===== src/rtl/lfsr_stream_cipher.sv =====
// Stream cipher: in_data is XORed with DW keystream bits from a Fibonacci LFSR,
// with a one-deep registered output stage and valid/ready handshakes on both sides.
module lfsr_stream_cipher #(
    parameter int               WIDTH = 16,
    parameter logic [WIDTH-1:0] TAPS  = 16'hB400,
    parameter logic [WIDTH-1:0] SEED  = 16'hACE1,
    parameter int               DW    = 8
) (
    input  logic             clk,
    input  logic             clr,
    input  logic             seed_load,
    input  logic [WIDTH-1:0] seed_in,
    input  logic             in_valid,
    output logic             in_ready,
    input  logic [DW-1:0]    in_data,
    output logic             out_valid,
    input  logic             out_ready,
    output logic [DW-1:0]    out_data,
    output logic [31:0]      beat_cnt
);

    // One shift: MSB leaves as the key bit, the tap parity enters at bit 0.
    function automatic logic [WIDTH-1:0] lfsr_step(input logic [WIDTH-1:0] s);
        return {s[WIDTH-2:0], ^(s & TAPS)};
    endfunction

    logic [WIDTH-1:0] state_q, state_d, adv_s;
    logic [DW-1:0]    out_data_q, out_data_d, key_s;
    logic             out_valid_q, out_valid_d;
    logic [31:0]      beat_cnt_q, beat_cnt_d;
    logic             in_ready_s, accept_s;

    // Handshake decode and keystream for the current beat.
    always_comb begin
        in_ready_s = (!out_valid_q || out_ready) && !seed_load;
        accept_s   = in_valid && in_ready_s;
        // The DW key bits are exactly the top DW bits of the current state.
        key_s      = state_q[WIDTH-1 -: DW];
        adv_s      = state_q;
        for (int i = 0; i < DW; i++) begin
            adv_s = lfsr_step(adv_s);
        end
    end

    // Next-state for LFSR, beat counter and output stage.
    always_comb begin
        state_d     = state_q;
        beat_cnt_d  = beat_cnt_q;
        out_data_d  = out_data_q;
        out_valid_d = out_valid_q;
        if (seed_load) begin
            state_d    = (seed_in == '0) ? SEED : seed_in;
            beat_cnt_d = 32'd0;
        end else if (accept_s) begin
            // Guard against lock-up should a non-primitive TAPS ever reach zero.
            state_d    = (adv_s == '0) ? SEED : adv_s;
            beat_cnt_d = beat_cnt_q + 32'd1;
        end else begin
            state_d    = state_q;
        end
        if (accept_s) begin
            out_data_d  = in_data ^ key_s;
            out_valid_d = 1'b1;
        end else if (out_ready) begin
            out_valid_d = 1'b0;
        end else begin
            out_valid_d = out_valid_q;
        end
    end

    // State registers, asynchronously cleared.
    always_ff @(posedge clk or negedge clr) begin
        if (!clr) begin
            state_q     <= SEED;
            beat_cnt_q  <= 32'd0;
            out_data_q  <= '0;
            out_valid_q <= 1'b0;
        end else begin
            state_q     <= state_d;
            beat_cnt_q  <= beat_cnt_d;
            out_data_q  <= out_data_d;
            out_valid_q <= out_valid_d;
        end
    end

    assign in_ready  = in_ready_s;
    assign out_valid = out_valid_q;
    assign out_data  = out_data_q;
    assign beat_cnt  = beat_cnt_q;

endmodule

===== config.mk =====
export PLATFORM = sky130hd
export DESIGN_NAME = lfsr_stream_cipher
export DESIGN_NICKNAME = d
export VERILOG_FILES = /design/src/rtl/lfsr_stream_cipher.sv
export SDC_FILE = /design/constraint.sdc
export NUM_CORES = 1
export LEC_CHECK = 0
export ABC_AREA = 1
export ABC_CLOCK_PERIOD_IN_PS = 2000
export CAP_MARGIN = 30
export CORE_MARGIN = 4
export CORE_UTILIZATION = 53
export CTS_CLUSTER_SIZE = 30
export DETAILED_ROUTE_END_ITERATION = 10
export PLACE_DENSITY = 0.81
export SLEW_MARGIN = 10
export SYNTH_ARGS = -nofsm -noshare
export SYNTH_HDL_FRONTEND = slang
export SYNTH_SLANG_ARGS = --single-unit

===== constraint.sdc =====
create_clock -name clk -period 2 [get_ports clk]
set_input_delay 0.2 -clock clk [delete_from_list [all_inputs] [get_ports clk]]
set_output_delay 0.2 -clock clk [all_outputs]
set_load 0.005 [all_outputs]

Word-level counts from Yosys, hierarchy flattened. Index checks and enable logic that the tools add are counted.

Register bits: 57. Output and inout port bits: 42. Logic and storage cells: 31.

Add/sub/neg operators: 1. Muxes and demuxes: 8. Bitwise gates (word level): 1. Reduce and logical (&&, ||, !) cells: 17.

Operators by type and width (number): parity 16 bit (8); two-way mux 16 bit (4); two-way mux 32 bit (2); adder 32 x 1 -> 32 bit (second input constant) (1); logical NOT 16 bit (2); bitwise XOR 8 bit (1); nonzero test 2 bit (2); logical AND 1 bit (2); logical NOT 1 bit (2); two-way mux 1 bit (2); logical OR 1 bit (1).

Logic depth before layout (Yosys ltp).
Word-level depth: 6. Gate-level depth with buffers: 12. Mapped depth without buffers: 11.

Worst setup path before layout. Ideal clock, no wire load.

Path kind: reg-to-reg. Start point: register state_q[6]. End point: register state_q[0]. Arrival: 1.684 ns. Required time: 1.940 ns. Slack: 0.256 ns. Cell stages (with the launch flop): 11. Clock period less this slack: 1.744 ns. Path through: dfstp_2 inv_2 ha_1 xor2_1 nand2_1 nand2_1 nor2_1 nand3_2 o21bai_1 nand2_1 nand2_1.

Word-level cells in the longest chain between the ends: 5. Elaborated cells on any way between the ends: 7.

RTL lines: from (decl) (line 27) `logic [WIDTH-1:0] state_q, state_d, adv_s;`; from (signal assigned) (line 79) `state_q <= state_d;`; parity 16 bit (line 24) `return {s[WIDTH-2:0], ^(s & TAPS)};`; logical NOT 16 bit (line 56) `state_d = (adv_s == '0) ? SEED : adv_s;`; two-way mux 16 bit * (line 56); two-way mux 16 bit * (line 54) `end else if (accept_s) begin`; two-way mux 16 bit * (line 51) `if (seed_load) begin`.

Every way passes the cells marked *; elsewhere a longest branch is shown, timed or not. The select of a mux whose other input is x is not followed. A chain may end at the register's enable or synchronous reset.

Worst setup path in the final report.
Start point: register beat_cnt_q[0], in the netlist beat_cnt[0]. End point: register beat_cnt_q[24], in the netlist beat_cnt[24].

Word-level cells in the longest chain between the ends: 3.

RTL lines: from (decl) (line 30) `logic [31:0] beat_cnt_q, beat_cnt_d;`; from (signal assigned) (line 80) `beat_cnt_q <= beat_cnt_d;`; adder 32 x 1 -> 32 bit (line 57) `beat_cnt_d = beat_cnt_q + 32'd1;`; two-way mux 32 bit (line 54); two-way mux 32 bit (line 51).

No other way between the ends. The select of a mux whose other input is x is not followed.

==> reports/results.ini <==
[cells_and_area]
postLayoutCellArea_mm2 = 0.00489
multi_input_area_mm2 = 0.00205
final_util = 0.708
nFillCells = 597
final_cells = 737
diodes = 0
area.sequential_mm2 = 0.00144
area_growth_pct = 27.6
final_nets = 668
layout_common_cells = 165 x nand2_1, 69 x clkdlybuf4s50_1, 62 x nor2_1, 60 x inv_1, 49 x dfrtp_1
layout-drive-gt1-share = 0.109
mostFrequentLayoutCell = nand2_1

[die]
rows = 30
die_w_um = 93.0
floorplan.initialDensity = 0.554
dieHeight_um = 93.0
die-area_mm2 = 0.00865
core_mm2 = 0.00691
ioPinCount = 71

[routing]
drc = 0
avgViaCountPerCell = 5.33
vias = 3930
drt-total-wl_mm = 10.3
wl_per_cell_um = 14.0
drtPass1Iterations = 5
drt_iter0_markers = 249
ant_nets = 0

[timing]
fin_crit_ns = 1.87
post-route-period-util = 0.937
hold_ws_ns = 0.421
hold_viol_final = 0
slew_headroom = 0.546
rsz0062_at_grt = no
tightest_slew_ns = 0.674
finalClockSkew_ns = 0.0110
layout_setup_ws_ns = 0.126
report.final.slew_viol_count = 0
max_freq_mhz = 534
fin_tns_setup_ns = 0
setup_viol = 0

[synth]
yosys_warnings = 0
synthAdderAreaFrac = 0.00654
ys_seq_area_frac = 0.375
synth_top_flop_cell = dfrtp_1
synth_compound_area_frac = 0.125
synthXorXnorAreaFrac = 0.0412
ys_ff_latch = 57
netlist_area_mm2 = 0.00383
syn_inst = 558
synthArstFlopShare = 1.00
synth_edf_count = 0
synth_nets = 589
synth_top_family_by_area = simple AND/OR/NAND/NOR gates
postSynthAreaPerCell_um2 = 6.86
muxShareOfSynthArea = 0
synth-simple-area-share = 0.356
synth_cell_types = 39

[worst_setup_path]
arrival_ns = 2.10
cp_max_fo = 5
worstSetupStartpointType = flip-flop
crit_type = flip-flop to flip-flop
cp_data_required_time_ns = 2.22
cp-end-kind = flip-flop

[pwr]
pwr_density_cell_mw_per_mm2 = 685
max-vdd-ir-drop_mv = 0.479
p_leak_nw = 2.18
power.total_mw = 3.35

[placement]
numPlacedInstances = 719
gp_congestion = 0.942
dp_hpwl_mm = 7.80
placed_area_mm2 = 0.00466
place_ws_ns = 0.00604
numPortBuffers = 70

[clock_tree]
clkTransAtPathRegs_ns = 0.07
htree_levels = 3
numCtsBuffers = 9
cts.sinks = 57
clockBufferDepth = 2
clock_latency_ns = 0.34
cts-root-buf = clkbuf_8
cts_tree = done

[global_route]
grt_usage = 0.250
antenna_found_initial = 0
overflow = 0
grt_max_degree = 32
grt_pass1_wl_mm = 17.3
grt_pass1_vias = 3752

[flow_run]
max_cap_viol_count = 0

[status]
status = finished clean

[worst_hold_path]
min_path_type = input port to asynchronous set/reset pin

cells in the mapped netlist (3+ instances only):
cell,n,area (µm²)
clkbuf_1,3,11.3
a21oi_1,15,75.1
xor2_1,5,43.8
nor2_4,4,45.0
nand3_2,4,40.0
a22oi_1,6,45.0
o21ai_0,45,225
nor2_2,3,18.8
dfrtp_1,49,1230
nor3_1,14,70.1
nor2_1,63,236
inv_1,60,225
nand2_1,166,623
o21ai_1,4,20.0
dfstp_2,8,210
buf_4,4,30.0
buf_2,9,45.0
nand3_1,22,110
nand4_1,23,144
nand2_2,4,25.0
inv_2,8,30.0
o21bai_1,8,60.1
xnor2_1,13,114
worst max-delay path, cell delays in order (launching register included):
cell and delay (ns):
dfrtp_1 0.43, ha_1 0.20, nand3_2 0.12, nor2_1 0.19
nand2_1 0.09, nor2_1 0.18, nand3_1 0.15, nor2_1 0.14
nand2_1 0.09, nor2_1 0.12, a21oi_1 0.05
flip-flops by register name (all words and copies together) (netlist names):
register	cells
out_data	8
state_q	16
beat_cnt	32
out_valid	1
cells by family after synthesis:
kind of cell | Yosys count
simple gates | 308
buf+inv | 88
compound gates | 85
flops | 57
xor+xnor | 18
fa+ha+maj | 2
report_power, final:
group | internal [mW] | switching (mW)
Sequential | 1.28 | 0.136
Combinational | 0.425 | 0.499
Clock | 0.543 | 0.466
path summary, 6_finish.rpt:
| check | depth (start not counted) | end | from | slack, ns |
|---|---|---|---|---|
| setup / recovery | 10 | beat_cnt[24] | beat_cnt[0] | 0.13 |
| hold / removal | 3 | out_data[2] | clr | 0.42 |
| setup reg to reg | 10 | beat_cnt[24] | beat_cnt[0] | 0.13 |
| hold reg to reg | 2 | out_data[7] | out_data[7] | 0.49 |
| max in group asynchronous | 3 | state_q[6] | clr | 1.26 |
| min in group clk | 2 | out_valid | out_ready | 0.45 |
per-layer routing:
metal / vias up / global-route usage / wire (µm)
met4: 0 / 0.101 / 197
met1: 1805 / 0.339 / 4630
met2: 148 / 0.398 / 4780
met5: - / 0 / 0
met3: 20 / 0.0426 / 694
li1: 1957 / - / -
layout make-up:
class                           instances  area share
Tap cell                               96      0.0246
Clock inverter                          2     0.00256
Sequential cell                        57       0.294
Clock buffer                           13      0.0346
Timing Repair Buffer                   87       0.172
Multi-Input combinational cell        413       0.420
Inverter                               69      0.0533
timing repair:
action | 4_1_cts | 5_1_grt
hold endpoints to repair | 49 | 0
hold buffers | 1 | 0
resized for setup | 0 | 4
buffers inserted | 0 | 2
endpoints found under the setup margin | 0 | 8
(Power assumes the default switching activity.)
==> RTL edit: new RTL, same flow settings <==
`WIDTH`: 16 -> 20.
--- a/src/rtl/lfsr_stream_cipher.sv
+++ b/src/rtl/lfsr_stream_cipher.sv
@@ -2,5 +2,5 @@
 // with a one-deep registered output stage and valid/ready handshakes on both sides.
 module lfsr_stream_cipher #(
-    parameter int               WIDTH = 16,
+    parameter int               WIDTH = 20,
     parameter logic [WIDTH-1:0] TAPS  = 16'hB400,
     parameter logic [WIDTH-1:0] SEED  = 16'hACE1,
Interface: changed (resized seed_in); port bits go from 71 to 75. The function was not compared with the original's and may differ.
==> RTL edit against the original RTL <==
Sequential cell count increased by 4. Power rose by 5.4%. Combinational power grew 2%. Synthesized area is 5.2% higher. Critical endpoint is now state_q[16]$_DFFE_PN0P_. Sequential power increased by 5%. Synthesized cell count up 6.3%. Cell area grew 6.2%. Worst setup slack worse by 38 ps. Routed wire length grew 10%.
==> RTL edit: results (changes against the original RTL) <==
gp weighted congestion -> 0.956 (+1.6%)
clk slew on worst S/H paths -> 80 ps
share of cells above drive strength 1 -> 11.9% (+0.94 points)
status -> complete, no violations
count of different cell masters after synthesis -> 35 (-10%)
routed vias -> 4262 (+8.4%)
Worst path max stage delay -> 540 ps (+110 ps)
Port Buf Inserts -> 74 (+5.7%)
LEAKAGE -> 2.39 nW (+9.5%)
slew of the pin with the lowest slew margin -> 529 ps (-145 ps)
Worst-Skew Late Latency -> 340 ps (about the same)
first-pass GRT wire length -> 18600 microns (+7.2%)
number of flip-flops in the largest register -> 32 (unchanged)
DP Worst Slack -> 12.6 ps (+6.51 ps)
DR iter-0 viols -> 316 (+27%)
fill count -> 590 (-1.2%)
overall routing resource usage -> 25.9% (+0.91 points)
GRT met2 Usage -> 39.7% (-0.12 points)
Inserted Clock Buffers -> 9 (unchanged)
largest net degree at the start of global routing -> 43 (+34%)
Placed Area -> 4910 sq um (+5.6%)
sw power -> 0.00112 W (+1.9%)
WL met1 -> 5190 microns (+12%)
nets -> 715 (+7.0%)
Worst Path Arrival -> 2130 ps (+30 ps)
slowest CP cell -> dfstp_2
worst reg-to-reg path cell count -> 12 (+2)
CP dominant cell by count -> nand2_1
met3 usage -> 2.84% (-1.4 points)
dpl hpwl -> 8350 microns (+7.0%)
largest cells by area after synthesis -> dfrtp_1 (33%), nand2_1 (17%), nand3_1 (6.3%), nor2_1 (6.2%), dfstp_2 (5.2%)
met2 wire length -> 5040 microns (+5.5%)
wire length on met3 -> 854 microns (+23%)
WL/cell -> 14.5 microns (+3.9%)
worst vdd ir -> 0.359 mV (-25%)
vias in the first global route -> 3895 (+3.8%)
met1 Usage GRT -> 37.6% (+3.7 points)
Synth warnings -> 0 (unchanged)
syn nets -> 630 (+7.0%)
synth cell count leaders -> nand2_1 (184), nor2_1 (67), inv_1 (56)
clk_skew -> 11.1 ps (+0.114 ps)
==> RTL edit: cell count changes after synthesis, moves of 3 or more <==
cell      delta
buf_2        +4
dfrtp_1      +4
inv_1        -4
inv_2        +3
nand2_1     +18
nand3_1     +29
nand3b_1     +6
nand4_1      -9
nor2_1       +4
o21ai_0     -12
o21ai_1      +6
o21bai_1     -8
==> RTL edit: logic make-up after synthesis <==
| kind of cell | share of synthesized area [%] |
|---|---|
| buffers and inverters | 9.16 |
| xor gates and xnor gates | 3.48 |
| and+or+nand+nor | 39.5 |
| adders and majority gates | 1.24 |
| AOI/OAI and AO/OA | 8.45 |
| DFF | 38.1 |
==> RTL edit: through the flow <==
step | instances | util (%)
floorplan | 593 | -
global placement | 759 | 67.0
detailed placement | 759 | 67.0
CTS | 776 | 69.8
global route | 782 | 70.8
finish | 782 | 70.8
==> RTL edit: final timing paths <==
kind                                          from                  endpoint  slack [ps]
setup reg to reg           state_q[10]$_DFFE_PN1P_   state_q[16]$_DFFE_PN0P_          90
hold reg to reg             state_q[7]$_DFFE_PN1P_    state_q[7]$_DFFE_PN1P_         480
hold / removal                                 clr  beat_cnt[20]$_DFFE_PN0P_         340
max in group asynchronous                      clr   state_q[13]$_DFFE_PN1P_        1000
setup / recovery           state_q[10]$_DFFE_PN1P_   state_q[16]$_DFFE_PN0P_          90
min in group clk                         out_ready     out_valid$_DFFE_PN0P_         460
==> RTL edit: cell type report <==
class / instances / area (sq um) / area share, %
Tap cell: 99 / 124 / 2.39
Inverter: 67 / 251 / 4.85
Multi-Input combinational cell: 443 / 2160 / 41.5
Clock buffer: 12 / 145 / 2.80
Timing Repair Buffer: 96 / 928 / 17.9
Clock inverter: 4 / 47.5 / 0.916
Sequential cell: 61 / 1540 / 29.6
==> RTL edit: timing repair <==
| action | in CTS | in global routing |
|---|---|---|
| setup buffers | 0 | 5 |
| endpoints found under the hold margin | 19 | 0 |
| setup endpoints to repair | 0 | 16 |
| resized for setup | 0 | 8 |
| hold buffers | 1 | 0 |
==> RTL edit: power groups by stage <==
stage               Clock [W]  Combinational [W]  Sequential, W
finish                0.00110           0.000938        0.00149
global route          0.00117            0.00105        0.00150
CTS                   0.00111           0.000887        0.00149
detailed placement          0           0.000878        0.00151
global placement            0           0.000860        0.00150
floorplan                   0           0.000544        0.00147
==> RTL edit: worst max-delay path, delay by kind of cell (launching register included) <==
| kind | cells | cell delay [ps] |
|---|---|---|
| adder cells (fa/ha/maj) | 1 | 300 |
| buffers and inverters | 2 | 110 |
| AND/OR/NAND/NOR | 9 | 840 |
| flip-flops | 1 | 540 |
